$ cat src/rtl/nn_pkg.sv
// Shared types for the dense_layer chain and its sequencing controller.
package nn_pkg;

  typedef enum logic [1:0] {
    ACT_LINEAR,
    ACT_RELU,
    ACT_SIGMOID,
    ACT_TANH
  } ACTIVATION;

  typedef enum logic [2:0] {
    IDLE,
    CLEAR,
    START,
    WAIT,
    OUTPUT,
    ERROR
  } ctrl_state_t;

endpackage

$ cat src/rtl/layer_watchdog.sv
// Per-layer hang detector: counts enabled cycles since the last clear and flags
// the TIMEOUT_CYCLES-th one, so a layer gets exactly TIMEOUT_CYCLES cycles after its start.
module layer_watchdog #(
  parameter int TIMEOUT_CYCLES = 4096
) (
  input  logic clk_i,
  input  logic rst_ni,
  input  logic clear_i,
  input  logic enable_i,
  output logic expired_o
);

  localparam int CW = $clog2(TIMEOUT_CYCLES + 1);
  localparam logic [CW-1:0] LIMIT = CW'(TIMEOUT_CYCLES);

  logic [CW-1:0] cnt_q, cnt_d;

  always_comb begin
    cnt_d = cnt_q;
    if (clear_i)
      cnt_d = '0;
    else if (enable_i && cnt_q != LIMIT)
      cnt_d = cnt_q + CW'(1);
  end

  always_ff @(posedge clk_i) begin
    if (!rst_ni) cnt_q <= '0;
    else         cnt_q <= cnt_d;
  end

  // cnt_q holds the number of earlier enabled cycles, so the current one is cnt_q+1.
  assign expired_o = enable_i && (cnt_q >= LIMIT - CW'(1));

endmodule

$ cat src/rtl/network_controller.sv
// Sequences one inference through a chain of dense layers: load, clear, start each
// layer in turn, present the result, and record latency / hung-layer errors.
module network_controller
  import nn_pkg::*;
#(
  parameter int NUM_LAYERS     = 3,
  parameter int TIMEOUT_CYCLES = 4096,
  parameter int COUNT_WIDTH    = 32
) (
  input  logic                          clock_i,
  input  logic                          reset_ni,
  input  logic                          in_valid_i,
  output logic                          in_ready_o,
  output logic                          in_load_o,
  output logic                          layer_clear_o,
  output logic [NUM_LAYERS-1:0]         layer_start_o,
  input  logic [NUM_LAYERS-1:0]         layer_done_i,
  output logic                          out_valid_o,
  input  logic                          out_ready_i,
  output logic                          busy_o,
  output logic [$clog2(NUM_LAYERS):0]   active_layer_o,
  output logic [COUNT_WIDTH-1:0]        latency_o,
  output logic                          timeout_err_o
);

  localparam int AW = $clog2(NUM_LAYERS) + 1;

  ctrl_state_t            state_q;
  logic [NUM_LAYERS-1:0]  sel_q;
  logic [AW-1:0]          active_q;
  logic [COUNT_WIDTH-1:0] cnt_q, cnt_d, latency_q;
  logic                   in_ready_q, in_load_q, layer_clear_q, out_valid_q;
  logic                   busy_q, terr_q;
  logic [NUM_LAYERS-1:0]  layer_start_q;
  logic                   done_hit, last_layer, wd_expired;

  // Only the running layer's done bit matters; stale bits from others are masked.
  assign done_hit   = |(layer_done_i & sel_q);
  assign last_layer = sel_q[NUM_LAYERS-1];
  assign cnt_d      = (&cnt_q) ? cnt_q : cnt_q + COUNT_WIDTH'(1);

  layer_watchdog #(
    .TIMEOUT_CYCLES (TIMEOUT_CYCLES)
  ) u_wdog (
    .clk_i     (clock_i),
    .rst_ni    (reset_ni),
    .clear_i   (state_q == START),
    .enable_i  (state_q == WAIT),
    .expired_o (wd_expired)
  );

  // Outputs are registered from the next state, so they are valid while in that state.
  always_ff @(posedge clock_i) begin
    if (!reset_ni) begin
      state_q       <= IDLE;
      sel_q         <= '0;
      active_q      <= '0;
      cnt_q         <= '0;
      latency_q     <= '0;
      in_ready_q    <= 1'b1;
      in_load_q     <= 1'b0;
      layer_clear_q <= 1'b0;
      layer_start_q <= '0;
      out_valid_q   <= 1'b0;
      busy_q        <= 1'b0;
      terr_q        <= 1'b0;
    end else begin
      in_load_q     <= 1'b0;
      layer_clear_q <= 1'b0;
      layer_start_q <= '0;
      unique case (state_q)
        IDLE: begin
          if (in_valid_i) begin
            state_q       <= CLEAR;
            in_ready_q    <= 1'b0;
            busy_q        <= 1'b1;
            in_load_q     <= 1'b1;
            layer_clear_q <= 1'b1;
            cnt_q         <= COUNT_WIDTH'(1);
          end
        end
        CLEAR: begin
          state_q       <= START;
          sel_q         <= NUM_LAYERS'(1);
          layer_start_q <= NUM_LAYERS'(1);
          active_q      <= '0;
          cnt_q         <= cnt_d;
        end
        START: begin
          state_q <= WAIT;
          cnt_q   <= cnt_d;
        end
        WAIT: begin
          cnt_q <= cnt_d;
          if (done_hit) begin
            if (last_layer) begin
              state_q     <= OUTPUT;
              out_valid_q <= 1'b1;
              active_q    <= AW'(NUM_LAYERS);
              latency_q   <= cnt_d;
            end else begin
              state_q       <= START;
              sel_q         <= sel_q << 1;
              layer_start_q <= sel_q << 1;
              active_q      <= active_q + AW'(1);
            end
          end else if (wd_expired) begin
            state_q       <= ERROR;
            terr_q        <= 1'b1;
            layer_clear_q <= 1'b1;
            active_q      <= '0;
          end
        end
        OUTPUT: begin
          if (out_ready_i) begin
            state_q     <= IDLE;
            out_valid_q <= 1'b0;
            in_ready_q  <= 1'b1;
            busy_q      <= 1'b0;
            active_q    <= '0;
          end
        end
        ERROR: begin
        end
        default: state_q <= IDLE;
      endcase
    end
  end

  assign in_ready_o     = in_ready_q;
  assign in_load_o      = in_load_q;
  assign layer_clear_o  = layer_clear_q;
  assign layer_start_o  = layer_start_q;
  assign out_valid_o    = out_valid_q;
  assign busy_o         = busy_q;
  assign active_layer_o = active_q;
  assign latency_o      = latency_q;
  assign timeout_err_o  = terr_q;

endmodule
$ cat config.mk
export PLATFORM = sky130hd
export DESIGN_NAME = network_controller
export DESIGN_NICKNAME = d
export VERILOG_FILES = /design/src/rtl/nn_pkg.sv /design/src/rtl/layer_watchdog.sv /design/src/rtl/network_controller.sv
export SDC_FILE = /design/constraint.sdc
export NUM_CORES = 1
export LEC_CHECK = 0
export CORE_AREA = 10 10 114 116
export CTS_CLUSTER_SIZE = 25
export DETAILED_ROUTE_END_ITERATION = 12
export DIE_AREA = 0 0 124 126
export SLEW_MARGIN = 15
export SYNTH_ARGS = -nofsm -noshare
export SYNTH_HDL_FRONTEND = slang
export SYNTH_SLANG_ARGS = --single-unit
$ cat constraint.sdc
create_clock -name clock_i -period 5.3 [get_ports clock_i]
set_input_delay 1.06 -clock clock_i [delete_from_list [all_inputs] [get_ports clock_i]]
set_output_delay 1.06 -clock clock_i [all_outputs]
set_load 0.05 [all_outputs]
==> metrics.yaml, run 1 <==
run_status:
  status: "completed"
timing:
  setup_ws_ps: 2371
  grt_setup_unrepaired: "no"
  worst_pin_slew_ps: 998.4
  finalCriticalPeriod_ps: 2929
  finalSetupViolations: 0
  clock_skew_ps: 9.997
  final.period_utilization: 0.5527
  tns_ps: 0
  slew-limit-headroom: 0.3344
  drv_slew: 0
  hold_viol: 0
  fmax_mhz: 341.4
placed_design:
  portBuffers: 50
  dp_worst_setup_slack_ps: 1987
  dp_hpwl_um: 8778
  globalplace.congestion: 0.8973
clock_tree:
  ctsResizeCount: 0
  clockRootBuffer: "clkbuf_8"
  numCtsBuffers: 9
  clk_pin_slew_ps: 90
  worstSkewPairLatency_ps: 360
  htreeDepth: 3
  cts_setup_buffers: 0
  cts_tree: "built"
  clk_path_buf_depth: 2
  hold_buffers: 0
  clock_sinks: 95
cells_and_area:
  fillCellCount: 1026
  diodes: 0
  multi_input_area_um2: 2610
  synthToLayoutAreaGrowth_pct: 16.05
  nets: 623
  drive_gt1_frac: 0.05357
  register_area_um2: 1902
synthesis:
  syn_avg_cell_area_um2: 8.060
  yosysSeqAreaShare: 0.4013
  synthesis.area_um2: 4740
  synth_area_leader_cell: "dfxtp_1"
  yosysWarningCount: 0
  synth_edf_count: 0
  synth_area_leaders: "dfxtp_1, a21oi_1, o21ai_0, a31oi_1, xnor2_1"
  yosys_register_bits: 95
  synthCells: 588
  dominantRegCellSynth: "dfxtp_1"
  synth_cell_types: 56
  synth_top_cell_area_share: 0.4013
  yosysMostFrequentCell: "dfxtp_1"
  async_flop_share: 0
  syn_nets: 599
  synth_common_cells: "dfxtp_1, a21oi_1, o21ai_0"
route:
  drtPass1Iterations: 4
  drc: 0
  drt-vias-per-instance: 5.841
  wire_per_inst_um: 16.61
  vias: 4416
  ant_nets: 0
  wl_um: 12560
  drt-initial-drc-count: 318
global_route:
  antenna_found_initial: 0
  grt_pass1_vias: 4120
  grt_max_degree: 59
  grt.overflow.total: 0
  grt_pass1_wl_um: 20760
  grtUsageTotal: 0.1611
critical_path:
  critPathMaxFanout: 58
  critPathBufInv: 2
  path_class: "in2reg"
  critPathSlowestCell: "a222oi_1"
  end_kind: "flop"
  crit_required_ps: 5560
  slowest_delay_ps: 880
  cp_cell_sequence: "clkdlybuf4s50_1 > a222oi_1 > nor3b_2 > buf_4 > o211ai_1 > a31oi_1 > a31o_1"
  crit_arrival_ps: 3190
  cp_top_family: "compound AO/OA/AOI/OAI gates"
  critPathLaunchType: "primary input"
worst_hold_path:
  worstHoldPathType: "reg2reg"
power_and_ir_drop:
  peakVddDrop_mv: 0.1470
  p_leak_nw: 1.725
  powerDensity_nw_per_um2: 253.7
floorplan:
  num_io_pins: 51
  start_util: 0.4430
  die_w_um: 124
  die_h_um: 126
  num_rows: 38
  coreArea_um2: 10700
  dieArea_um2: 15620
job:
  maxCapViolations: 0
==> worst register-to-register path, cell delays in order (launching register included) <==
cell      delay [ps]
dfxtp_1          450
ha_1             250
nand3_1          320
or4_1            660
nor2_2           530
o21ai_0          180
a311oi_1         280
==> cells by family after synthesis <==
kind of cell	share of synthesized area
DFF	0.4013
adders and majority gates	0.01056
AOI/OAI and AO/OA	0.2442
and+or+nand+nor	0.2379
xor gates and xnor gates	0.05544
buffers and inverters	0.05069
==> per-layer routing <==
metal  up-vias  wire length, um  part of all wire  track usage
li1       2233                -                 -            -
met1      2090             5867              0.47       0.2152
met2        80             5855              0.47       0.2519
met3        13              698             0.056      0.03664
met4         0              133             0.011      0.04810
met5         -                0                 0            0
==> sequential cells by signal, indices dropped and copies added (netlist names) <==
signal	flops
active_layer_o	3
busy_o	1
cnt_q	32
in_load_o	1
in_ready_o	1
latency_o	32
layer_clear_o	1
layer_start_o	3
out_valid_o	1
sel_q	3
state_q	3
timeout_err_o	1
u_wdog.cnt_q	13
==> placed cells by master, fill, tap and decap left out, types with 3 or more instances in the layout <==
master,count
o21ai_0,49
nand3_1,22
xor2_1,11
or3_1,9
or2_2,3
o211ai_1,5
a21o_1,3
a21oi_1,58
inv_1,17
o21a_1,3
nand3b_1,3
a31oi_1,35
clkdlybuf4s50_1,50
nand2_1,43
nor4b_1,3
a211oi_1,3
nor3b_1,3
and4_1,8
clkbuf_8,10
and3_1,8
nor2_1,41
a41oi_1,4
ha_1,4
nor4_1,9
o31ai_1,6
nand4_1,14
nor3_1,12
nand2b_1,6
a311oi_1,3
buf_4,5
nor4_2,4
dfxtp_1,95
and2_1,3
or4_1,9
o21ai_1,6
xnor2_1,19
==> per-stage QoR <==
stage / instances / power, mW / util / instance area [um2] / hold slack [ps]
floorplan: 588 / 0.8423 / - / 4740 / 466.3
global placement: 741 / 0.8807 / 0.4944 / 5289 / 449.4
detailed placement: 741 / 0.8827 / 0.4944 / 5289 / 446.3
CTS: 756 / 1.407 / 0.5142 / 5500 / 458.8
global route: 756 / 1.450 / 0.5142 / 5500 / 480.9
finish: 756 / 1.395 / 0.5142 / 5500 / 454.3
==> power breakdown <==
group | internal [mW] | leakage [nW] | total [mW] | switching, mW
registers | 0.723 | 0.767 | 0.735 | 0.0119
clock network | 0.275 | 0.109 | 0.529 | 0.254
logic | 0.0408 | 0.848 | 0.131 | 0.0905
==> worst paths after layout <==
kind                   startpoint            to  slack [ps]  depth (start not counted)
setup reg to reg         cnt_q[0]      cnt_q[5]        2530                          6
hold reg to reg      latency_o[6]  latency_o[6]         450                          2
hold / removal       latency_o[6]  latency_o[6]         450                          2
setup / recovery  layer_done_i[0]  latency_o[8]        2370                          7
==> layout make-up <==
type | instances | area share
clock buffers | 11 | 0.02571
inverters | 17 | 0.01160
multi-input cells | 434 | 0.4745
clock inverters | 4 | 0.01274
well taps | 140 | 0.03185
repair buffers | 55 | 0.09782
flip-flops and latches | 95 | 0.3458
Power figures use the tool's default switching activity.
==> run 2: changes to the inputs <==
- clock period: 5.3 -> 2.8 ns (I/O delays scaled with it)
==> metrics.yaml, run 2 (synthesis gave the netlist of run 1 again) <==
clock_tree:
  clk_path_buf_depth: 2
  clockRootBuffer: "clkbuf_8"
  htreeDepth: 3
  cts_tree: "built"
  numCtsBuffers: 9
  clk_pin_slew_ps: 100
  cts_setup_buffers: 0
  hold_buffers: 0
  clock_sinks: 95
  worstSkewPairLatency_ps: 380
  ctsResizeCount: 0
cells_and_area:
  synthToLayoutAreaGrowth_pct: 19.01
  drive_gt1_frac: 0.08750
  mostFrequentLayoutCells: "dfxtp_1, a21oi_1, clkdlybuf4s50_1"
  nets: 646
  fin_area_um2: 5640
  diodes: 0
  final_common_cell: "dfxtp_1"
placed_design:
  placed_cell_area_um2: 5469
  globalplace.congestion: 0.8888
  portBuffers: 50
  dp_hpwl_um: 9830
timing:
  fmax_mhz: 398.9
  tns_ps: 0
  slew-limit-headroom: 0.4409
  drv_slew: 0
  finalCriticalPeriod_ps: 2507
  worst_pin_slew_ps: 827.8
  grt_setup_unrepaired: "no"
  final.period_utilization: 0.8953
  finalSetupViolations: 0
  hold_viol: 0
  clock_skew_ps: 13.85
route:
  ant_nets: 0
  vias: 4582
  drt-initial-drc-count: 244
  drtPass1Iterations: 5
  wire_per_inst_um: 17.65
  drt-vias-per-instance: 5.874
  wl_um: 13760
  drc: 0
floorplan:
  dieArea_um2: 15620
  num_rows: 38
  num_io_pins: 51
  start_util: 0.4430
  coreArea_um2: 10700
  die_w_um: 124
  die_h_um: 126
global_route:
  grtUsageTotal: 0.1747
  grt_max_degree: 41
  grt.overflow.total: 0
  grt_pass1_wl_um: 22230
  antenna_found_initial: 0
  grt_pass1_vias: 4289
critical_path:
  crit_required_ps: 3120
  critPathLaunchType: "flop"
  end_kind: "flop"
  crit_arrival_ps: 2830
  path_class: "reg2reg"
  critPathMaxFanout: 13
job:
  maxCapViolations: 0
run_status:
  status: "completed"
power_and_ir_drop:
  p_leak_nw: 1.817
  peakVddDrop_mv: 0.2161
  powerDensity_nw_per_um2: 445.4
worst_hold_path:
  worstHoldPathType: "reg2reg"
## run 2: cell types whose count changed in the layout (fill, tap and decap cells not counted)
cell        delta
clkinv_4       +1
inv_6          +2
buf_12         +1
o31ai_2        -1
o31ai_1        +1
clkinvlp_4     +1
bufinv_16      -2
clkbuf_8       -1
buf_4         +22
## run 2: final timing paths
kind	end	cells after the start	from	slack [ps]
worst max-delay path	latency_o[6]	6	cnt_q[0]	290
worst min register to register	latency_o[0]	2	latency_o[0]	460
worst min-delay path	latency_o[0]	2	latency_o[0]	460
worst max register to register	latency_o[6]	6	cnt_q[0]	290
## run 2: worst max-delay path, stage by stage (launching register included)
cell and delay, ps:
dfxtp_1 460, ha_1 250, nand3_1 220, or4_1 620
or2_1 460, a31o_2 310, a21oi_1 120
## run 2: layout make-up
type | instances | area [um2]
multi-input combinational | 434 | 2605
clock buffer | 10 | 127.6
inverter | 17 | 63.81
fill | 1008 | 5057
timing repair buffer | 78 | 723.2
sequential | 95 | 1902
clock inverter | 6 | 43.79
tap | 140 | 175.2
## run 2: power breakdown
part           switching [mW]  internal [mW]
registers              0.0215           1.37
clock network           0.525          0.328
logic                   0.184         0.0846
total                   0.730           1.78
## run 2: through the flow
step | utilization | worst slack (ps) | std cells | hold slack [ps] | power (mW)
2_1_floorplan | - | 552.7 | 588 | 466.3 | 1.594
6_report | 0.5273 | 293.1 | 780 | 464.9 | 2.512
4_1_cts | 0.5273 | 307.7 | 780 | 469.2 | 2.527
5_1_grt | 0.5273 | 113.4 | 780 | 519.7 | 2.608
3_3_place_gp | 0.5112 | 396.7 | 764 | 451.1 | 1.682
3_5_place_dp | 0.5112 | 330.2 | 764 | 455.1 | 1.688
## run 2: routing by layer
layer / vias to the layer above / track usage / share of wire
li1: 2270 / - / -
met1: 2154 / 0.2233 / 0.45
met2: 141 / 0.2841 / 0.47
met3: 17 / 0.03709 / 0.059
met4: 0 / 0.05827 / 0.017
met5: - / 0 / 0
